$ cat src/rtl/ram_ip_pkg.sv
// Shared defaults and word/address types for the ram_ip single-port RAM.
package ram_ip_pkg;

  localparam int ADDR_W_DEF = 8;
  localparam int DATA_W_DEF = 8;
  localparam int DEPTH_DEF  = 256;

  typedef logic [ADDR_W_DEF-1:0] addr_t;
  typedef logic [DATA_W_DEF-1:0] data_t;

endpackage

$ cat src/rtl/ram_ip_array.sv
// Storage array: async clear of every word, rising-edge write, combinational word read.
module ram_ip_array
  import ram_ip_pkg::*;
#(
  parameter int ADDR_W = ADDR_W_DEF,
  parameter int DATA_W = DATA_W_DEF,
  parameter int DEPTH  = 2**ADDR_W
) (
  input  logic              clk,
  input  logic              rst_n,
  input  logic [ADDR_W-1:0] addr,
  input  logic [DATA_W-1:0] wr_data,
  input  logic              write_en,
  output logic [DATA_W-1:0] rd_word
);

  logic [DATA_W-1:0] mem_r [DEPTH];

  // Word storage: reset clears all words; X/Z on write_en never writes.
  always_ff @(posedge clk or negedge rst_n) begin
    if (!rst_n) begin
      for (int i = 0; i < DEPTH; i++) begin
        mem_r[i] <= {DATA_W{1'b0}};
      end
    end else if (write_en == 1'b1) begin
      mem_r[addr] <= wr_data;
    end else begin
      mem_r[addr] <= mem_r[addr];
    end
  end

  assign rd_word = mem_r[addr];

endmodule

$ cat src/rtl/ram_ip_core.sv
// Single-port RAM top; RAM_IP_RDREG_EN selects a 1-cycle registered read port,
// otherwise rd_data is a zero-latency combinational read of the addressed word.
module ram_ip_core
  import ram_ip_pkg::*;
#(
  parameter int ADDR_W = ADDR_W_DEF,
  parameter int DATA_W = DATA_W_DEF,
  parameter int DEPTH  = 2**ADDR_W
) (
  input  logic              clk,
  input  logic              rst_n,
  input  logic [ADDR_W-1:0] addr,
  input  logic [DATA_W-1:0] wr_data,
  input  logic              write_en,
  output logic [DATA_W-1:0] rd_data
);

  logic [DATA_W-1:0] mem_word_s;

  ram_ip_array #(
    .ADDR_W (ADDR_W),
    .DATA_W (DATA_W),
    .DEPTH  (DEPTH)
  ) u_array (
    .clk      (clk),
    .rst_n    (rst_n),
    .addr     (addr),
    .wr_data  (wr_data),
    .write_en (write_en),
    .rd_word  (mem_word_s)
  );

`ifdef RAM_IP_RDREG_EN
  logic [DATA_W-1:0] rd_data_r;

  // Read register samples the pre-edge word, giving read-before-write on a same-address write.
  always_ff @(posedge clk or negedge rst_n) begin
    if (!rst_n) begin
      rd_data_r <= {DATA_W{1'b0}};
    end else begin
      rd_data_r <= mem_word_s;
    end
  end

  assign rd_data = rd_data_r;
`else
  assign rd_data = mem_word_s;
`endif

endmodule

$ cat config.mk
export PLATFORM = sky130hd
export DESIGN_NAME = ram_ip_core
export DESIGN_NICKNAME = d
export VERILOG_FILES = /design/src/rtl/ram_ip_pkg.sv /design/src/rtl/ram_ip_array.sv /design/src/rtl/ram_ip_core.sv
export SDC_FILE = /design/constraint.sdc
export NUM_CORES = 2
export LEC_CHECK = 0
export BUFFER_PORTS_ARGS = -buffer_cell sky130_fd_sc_hd__buf_2
export CORE_ASPECT_RATIO = 0.6
export CORE_MARGIN = 2
export CORE_UTILIZATION = 35
export DETAILED_ROUTE_END_ITERATION = 8
export PLACE_DENSITY = 0.61
export SLEW_MARGIN = 10
export SYNTH_ARGS = -nofsm -noshare
export SYNTH_HDL_FRONTEND = slang
export SYNTH_SLANG_ARGS = --single-unit
$ cat constraint.sdc
create_clock -name clk -period 4.1 [get_ports clk]
set_input_delay 0.41 -clock clk [delete_from_list [all_inputs] [get_ports clk]]
set_output_delay 0.41 -clock clk [all_outputs]
set_load 0.01 [all_outputs]
# Word-level counts from Yosys, hierarchy flattened

Cells that the tools add are included.

$lt $le $gt $ge: 2
Bitwise logic cells: 1
Mux-type cells: 8
Reduce and logical (&&, ||, !) cells: 1

Operators by type and width:

| cell                                                                          | number |
|---|---|
| 2048-bit bitwise mux                                                          | 2 |
| 2048-bit two-way mux                                                          | 1 |
| 8-bit binary-select mux with 8-bit select                                     | 1 |
| 8-bit demux with 8-bit select                                                 | 1 |
| 8-bit two-way mux                                                             | 3 |
| 9-bit greater-or-equal comparator (second input constant)                     | 1 |
| 9-bit by 1-bit less-than comparator with 1-bit output (second input constant) | 1 |
| 8-bit inverter with 9-bit output                                              | 1 |
| 1-bit logical AND                                                             | 1 |

Register bits after elaboration: 2,048
Logic and storage cells: 268

# Logic depth before layout (Yosys ltp)

Depth in word-level cells: 7
Gate-level depth with buffers: 18

# Least setup slack after synthesis

No wires, ideal clock.

Kind: input to register
From: in addr[0]
To: reg u_array.mem_r[104] (netlist bit)
Arrival time: 3,400 ps
Setup time: 140 ps
Cell stages on the path: 14
Slack: 560 ps
Cell sequence: buf_6 -> buf_8 -> buf_12 -> buf_12 -> buf_2 -> mux4_2 -> nand2_1 -> nand2_1 -> a2111oi_1 -> o211ai_2 -> a2111oi_4 -> buf_12 -> buf_12 -> o31ai_2

Word-level cells in the longest chain between the ends: 7
Elaborated cells between the ends (all ways): 12

RTL lines:

| item                                                                                                                             | line                                   | text |
|---|---|---|
| start: declaration                                                                                                               | ram_ip_core.sv:12                      | `input logic [ADDR_W-1:0] addr,` |
| 8-bit inverter with 9-bit output (not written as such) *                                                                         | ram_ip_array.sv:26, ram_ip_array.sv:28 |  |
| 9-bit greater-or-equal comparator (not written as such) or 9-bit by 1-bit less-than comparator with 1-bit output (tied branches) | ram_ip_array.sv:26, ram_ip_array.sv:28 |  |
| 1-bit logical AND (not written as such)                                                                                          | ram_ip_array.sv:26, ram_ip_array.sv:28 |  |
| 8-bit two-way mux (not written as such)                                                                                          | ram_ip_array.sv:26, ram_ip_array.sv:28 |  |
| 8-bit demux with 8-bit select                                                                                                    | ram_ip_array.sv:26, ram_ip_array.sv:28 |  |
| 2048-bit bitwise mux (on tied branches)                                                                                          | ram_ip_array.sv:28, ram_ip_array.sv:26 |  |
| 2048-bit two-way mux *                                                                                                           | ram_ip_array.sv:25                     | `end else if (write_en == 1'b1) begin` |
| end signal: indexed assignment                                                                                                   | ram_ip_array.sv:23                     | `mem_r[i] <= {DATA_W{1'b0}};` |
| end signal: indexed assignment                                                                                                   | ram_ip_array.sv:26                     | `mem_r[addr] <= wr_data;` |
| end signal: indexed assignment                                                                                                   | ram_ip_array.sv:28                     | `mem_r[addr] <= mem_r[addr];` |
| end: declaration                                                                                                                 | ram_ip_array.sv:17                     | `logic [DATA_W-1:0] mem_r [DEPTH];` |

Mark *: on every way between the ends. The rest lies on a longest branch, timed or not. The select of a mux whose other input is x is not followed.

# Worst setup path in the final report

From: in addr[0]
To: out rd_data[4]

Word-level cells in the longest chain between the ends: 4

RTL lines:

| item                                                   | line               | text |
|---|---|---|
| 8-bit inverter with 9-bit output (not written as such) | ram_ip_array.sv:32 | `assign rd_word = mem_r[addr];` |
| 8-bit binary-select mux with 8-bit select              | ram_ip_array.sv:32 |  |
| 8-bit two-way mux (not written as such) (2 in series)  | ram_ip_array.sv:32 |  |
| end: declaration                                       | ram_ip_core.sv:15  | `output logic [DATA_W-1:0] rd_data` |

Every way passes these cells. The select of a mux whose other input is x is not followed.

==> results.cfg <==
[logic_synthesis]
netlist_instances = 8785
synth-main-ff-cell = dfrtp_1
ys_types = 71
synth_seq_cells = 2048
synth_fp_nets = 8804
synthesis.area_um2 = 94380
seq_area_frac_synth = 0.5430
syn_area_per_cell_um2 = 10.74
synth_edf_count = 0
yosys_warnings = 0
async_flop_share = 1.000

[setup_path]
start_kind = primary input
worst_ep_arrival_time_ps = 3690
cpPeakStageDelay_ps = 660
r2r_cells = 9
cpMostUsedCell = buf_12
crit_required_ps = 3690
end_kind = output pin
path_max_fanout = 16
path_cells = buf_8, buf_12, buf_12, buf_4, mux4_2, nor2_1, nor4_1, o41ai_1, buf_4, nand2_1, o22a_1, buf_12, buf_2
critPathSlowestCell = o41ai_1
path_class = primary input to output pin

[pwr]
finalPower_mw = 49.59
p_int_mw = 35.79
ir_drop_v = 0.0003316
combinationalPowerShare = 0.154
pwr-share-clk = 0.362
power_per_cell_area_nw_per_um2 = 465.8
p_leak_nw = 46.41
switchingPower_mw = 13.80
netSwitchingFraction = 0.2783
p_seq_frac = 0.485

[timing]
skew_ps = 65.58
slew_viol_final = 0
finalSetupViolations = 1
rsz0062_at_grt = false
period_needed_ps = 4103
hold_viol_final = 0
hold_slack_ps = 129.2
relSlewSlack = 0.1326
max_freq_ghz = 0.2437
final.setup.worst_slack_ps = -3.462
tightest_slew_ps = 1294
fin_crit_sh = 1.001

[floorplanning]
core_area_um2 = 267800
die_y_um = 406.2
ios = 27
initial_utilization = 0.3524
fp-row-count = 147
die_w_um = 674.4
dieArea_um2 = 274000

[detailed_routing]
wl_per_cell_um = 24.03
viasPerCell = 5.703
firstDrtPassIters = 8
wirelength_um = 299800
drtIter0Drc = 9167
drc_errors = 0
antenna_left = 0
vias = 71128

[global_route]
grt_max_degree = 165
antenna_found_initial = 15
grt-ovfl-total = 0
first_global_vias = 68471
track_usage = 0.2163
grt_pass1_wl_um = 449100

[layout]
regMostFlops = u_array.mem_r
regArea_um2 = 51250
design_area_um2 = 106500
largest_reg_flops = 2048
multi_input_area_um2 = 38520
layout.nets = 8775
syn_to_final_growth_pct = 12.81
top_regs = u_array.mem_r: 2048 flops
nFillCells = 25443
final_cells = 12473
drive_gt1_frac = 0.1847

[cts]
cts_tree = done
numCtsBuffers = 188
h-tree-depth = 4
cts_buffer_depth = 4
cts_root_buffer = clkbuf_16
post-cts-setup-buffer-count = 0
clk_pin_slew_worst_paths_ps = 60
clk_latency_ps = 880
numClockSinks = 2048

[placed_design]
portBuffers = 26
place_area_um2 = 100300
dp_hpwl_um = 201600
gp_congestion = 0.8965
placed_cells = 12140

[job]
maxCapViolCount = 0

[min_path]
hp-class = primary input to asynchronous set/reset pin

[status]
outcome = finished, violations left
violations = negative setup slack
-- power by group through the flow --
stage	Combinational, mW	Sequential (mW)	Clock [mW]
2_1_floorplan	5.14	23.9	0
3_3_place_gp	7.28	24.2	0
3_5_place_dp	7.53	24.3	0
4_1_cts	7.56	24.0	18.2
5_1_grt	8.31	24.3	19.1
6_report	7.63	24.0	17.9
-- final cells by class --
type | instances | share of cell area
clock inverters | 55 | 0.005429
flip-flops and latches | 2048 | 0.4813
well taps | 3576 | 0.04202
inverters | 6 | 0.0002350
multi-input cells | 5893 | 0.3617
diodes | 6 | 0.0001410
repair buffers | 619 | 0.05775
clock buffers | 270 | 0.05133
-- cells by family (layout without fill, tap and decap cells) --
group / after synthesis / count (layout) / share of synthesized area
AO/OA/AOI/OAI: 2375 / 2375 / 0.1587
buffers and inverters: 844 / 950 / 0.05170
flip-flops: 2048 / 2048 / 0.5430
multiplexers: 650 / 650 / 0.1293
other: 0 / 6 / 0
AND/OR/NAND/NOR: 2868 / 2868 / 0.1173
-- synth_stat cells (11+ instances only) --
library cell,number,area [µm²]
nand2_1,887,3329
o31ai_2,200,2502
a221oi_1,27,236.5
nor2b_1,14,87.58
a22o_1,19,166.4
buf_1,28,105.1
nor2_1,1859,6978
o221ai_1,12,105.1
a31oi_1,524,3278
nor4_1,11,68.82
mux4_2,450,10130
a22oi_1,65,488.0
o21ai_0,292,1461
mux2_2,27,304.0
o22ai_1,36,225.2
buf_12,26,520.5
nand3_1,23,115.1
mux2i_1,171,1712
buf_6,133,1498
buf_2,84,420.4
buf_4,31,232.7
o31ai_1,57,427.9
a21oi_1,1049,5250
dfrtp_1,2048,51250
nand2b_1,12,75.07
nor3_1,17,85.08
clkbuf_1,529,1986
-- path summary, 6_finish.rpt --
| path | start | to | slack (ps) |
|---|---|---|---|
| max | addr[0] | rd_data[4] | -3 |
| min | rst_n | u_array.mem_r[893] | 130 |
| max reg2reg | u_array.mem_r[472] | u_array.mem_r[1680] | 570 |
| min reg2reg | u_array.mem_r[1864] | u_array.mem_r[1864] | 470 |
| max in group asynchronous | rst_n | u_array.mem_r[177] | 2420 |
| min in group clk | wr_data[6] | u_array.mem_r[1174] | 140 |
-- cell usage in the layout (no fill, tap or decap), types with 39 or more instances in the layout --
master	instances
buf_12	122
mux4_2	450
o31ai_1	57
a21oi_1	1049
clkbuf_8	41
mux2i_1	169
dfrtp_1	2048
clkbuf_16	190
nor2_1	1840
a31oi_1	524
o31ai_2	200
clkbuf_1	39
nand2_1	885
o21ai_0	291
buf_4	471
a22oi_1	65
-- critical path: cells and delay by family --
kind                   cells  cell delay (ps)
AND/OR/NAND/NOR            3              330
AO/OA/AOI/OAI              2              910
multiplexers               1              550
buffers and inverters      7             1440
-- metal layers --
layer	global-route usage	up-vias	part of all wire
met1	0.3201	36046	0.44
li1	-	31109	-
met5	0.006356	-	0.00087
met4	0.05626	6	0.028
met2	0.2912	3461	0.40
met3	0.08464	506	0.13
-- per-stage QoR --
step,setup TNS (ps),utilization,setup WS [ps]
after global routing,0,0.3975,0.8686
after CTS,0,0.3974,17.58
after floorplan,0,-,560.2
after detailed placement,-417180,0.3746,-782.6
final,-3.462,0.3976,-3.462
after global placement,-410760,0.3746,-758.7
-- what timing repair did --
| item | in CTS | in global routing |
|---|---|---|
| gates resized for setup | 8 | 8 |
| endpoints found under the setup margin | 4 | 4 |
| hold buffers | 2 | 0 |
| endpoints found under the hold margin | 115 | 0 |
| pin swaps | 0 | 0 |
(Power assumes the default switching activity.)
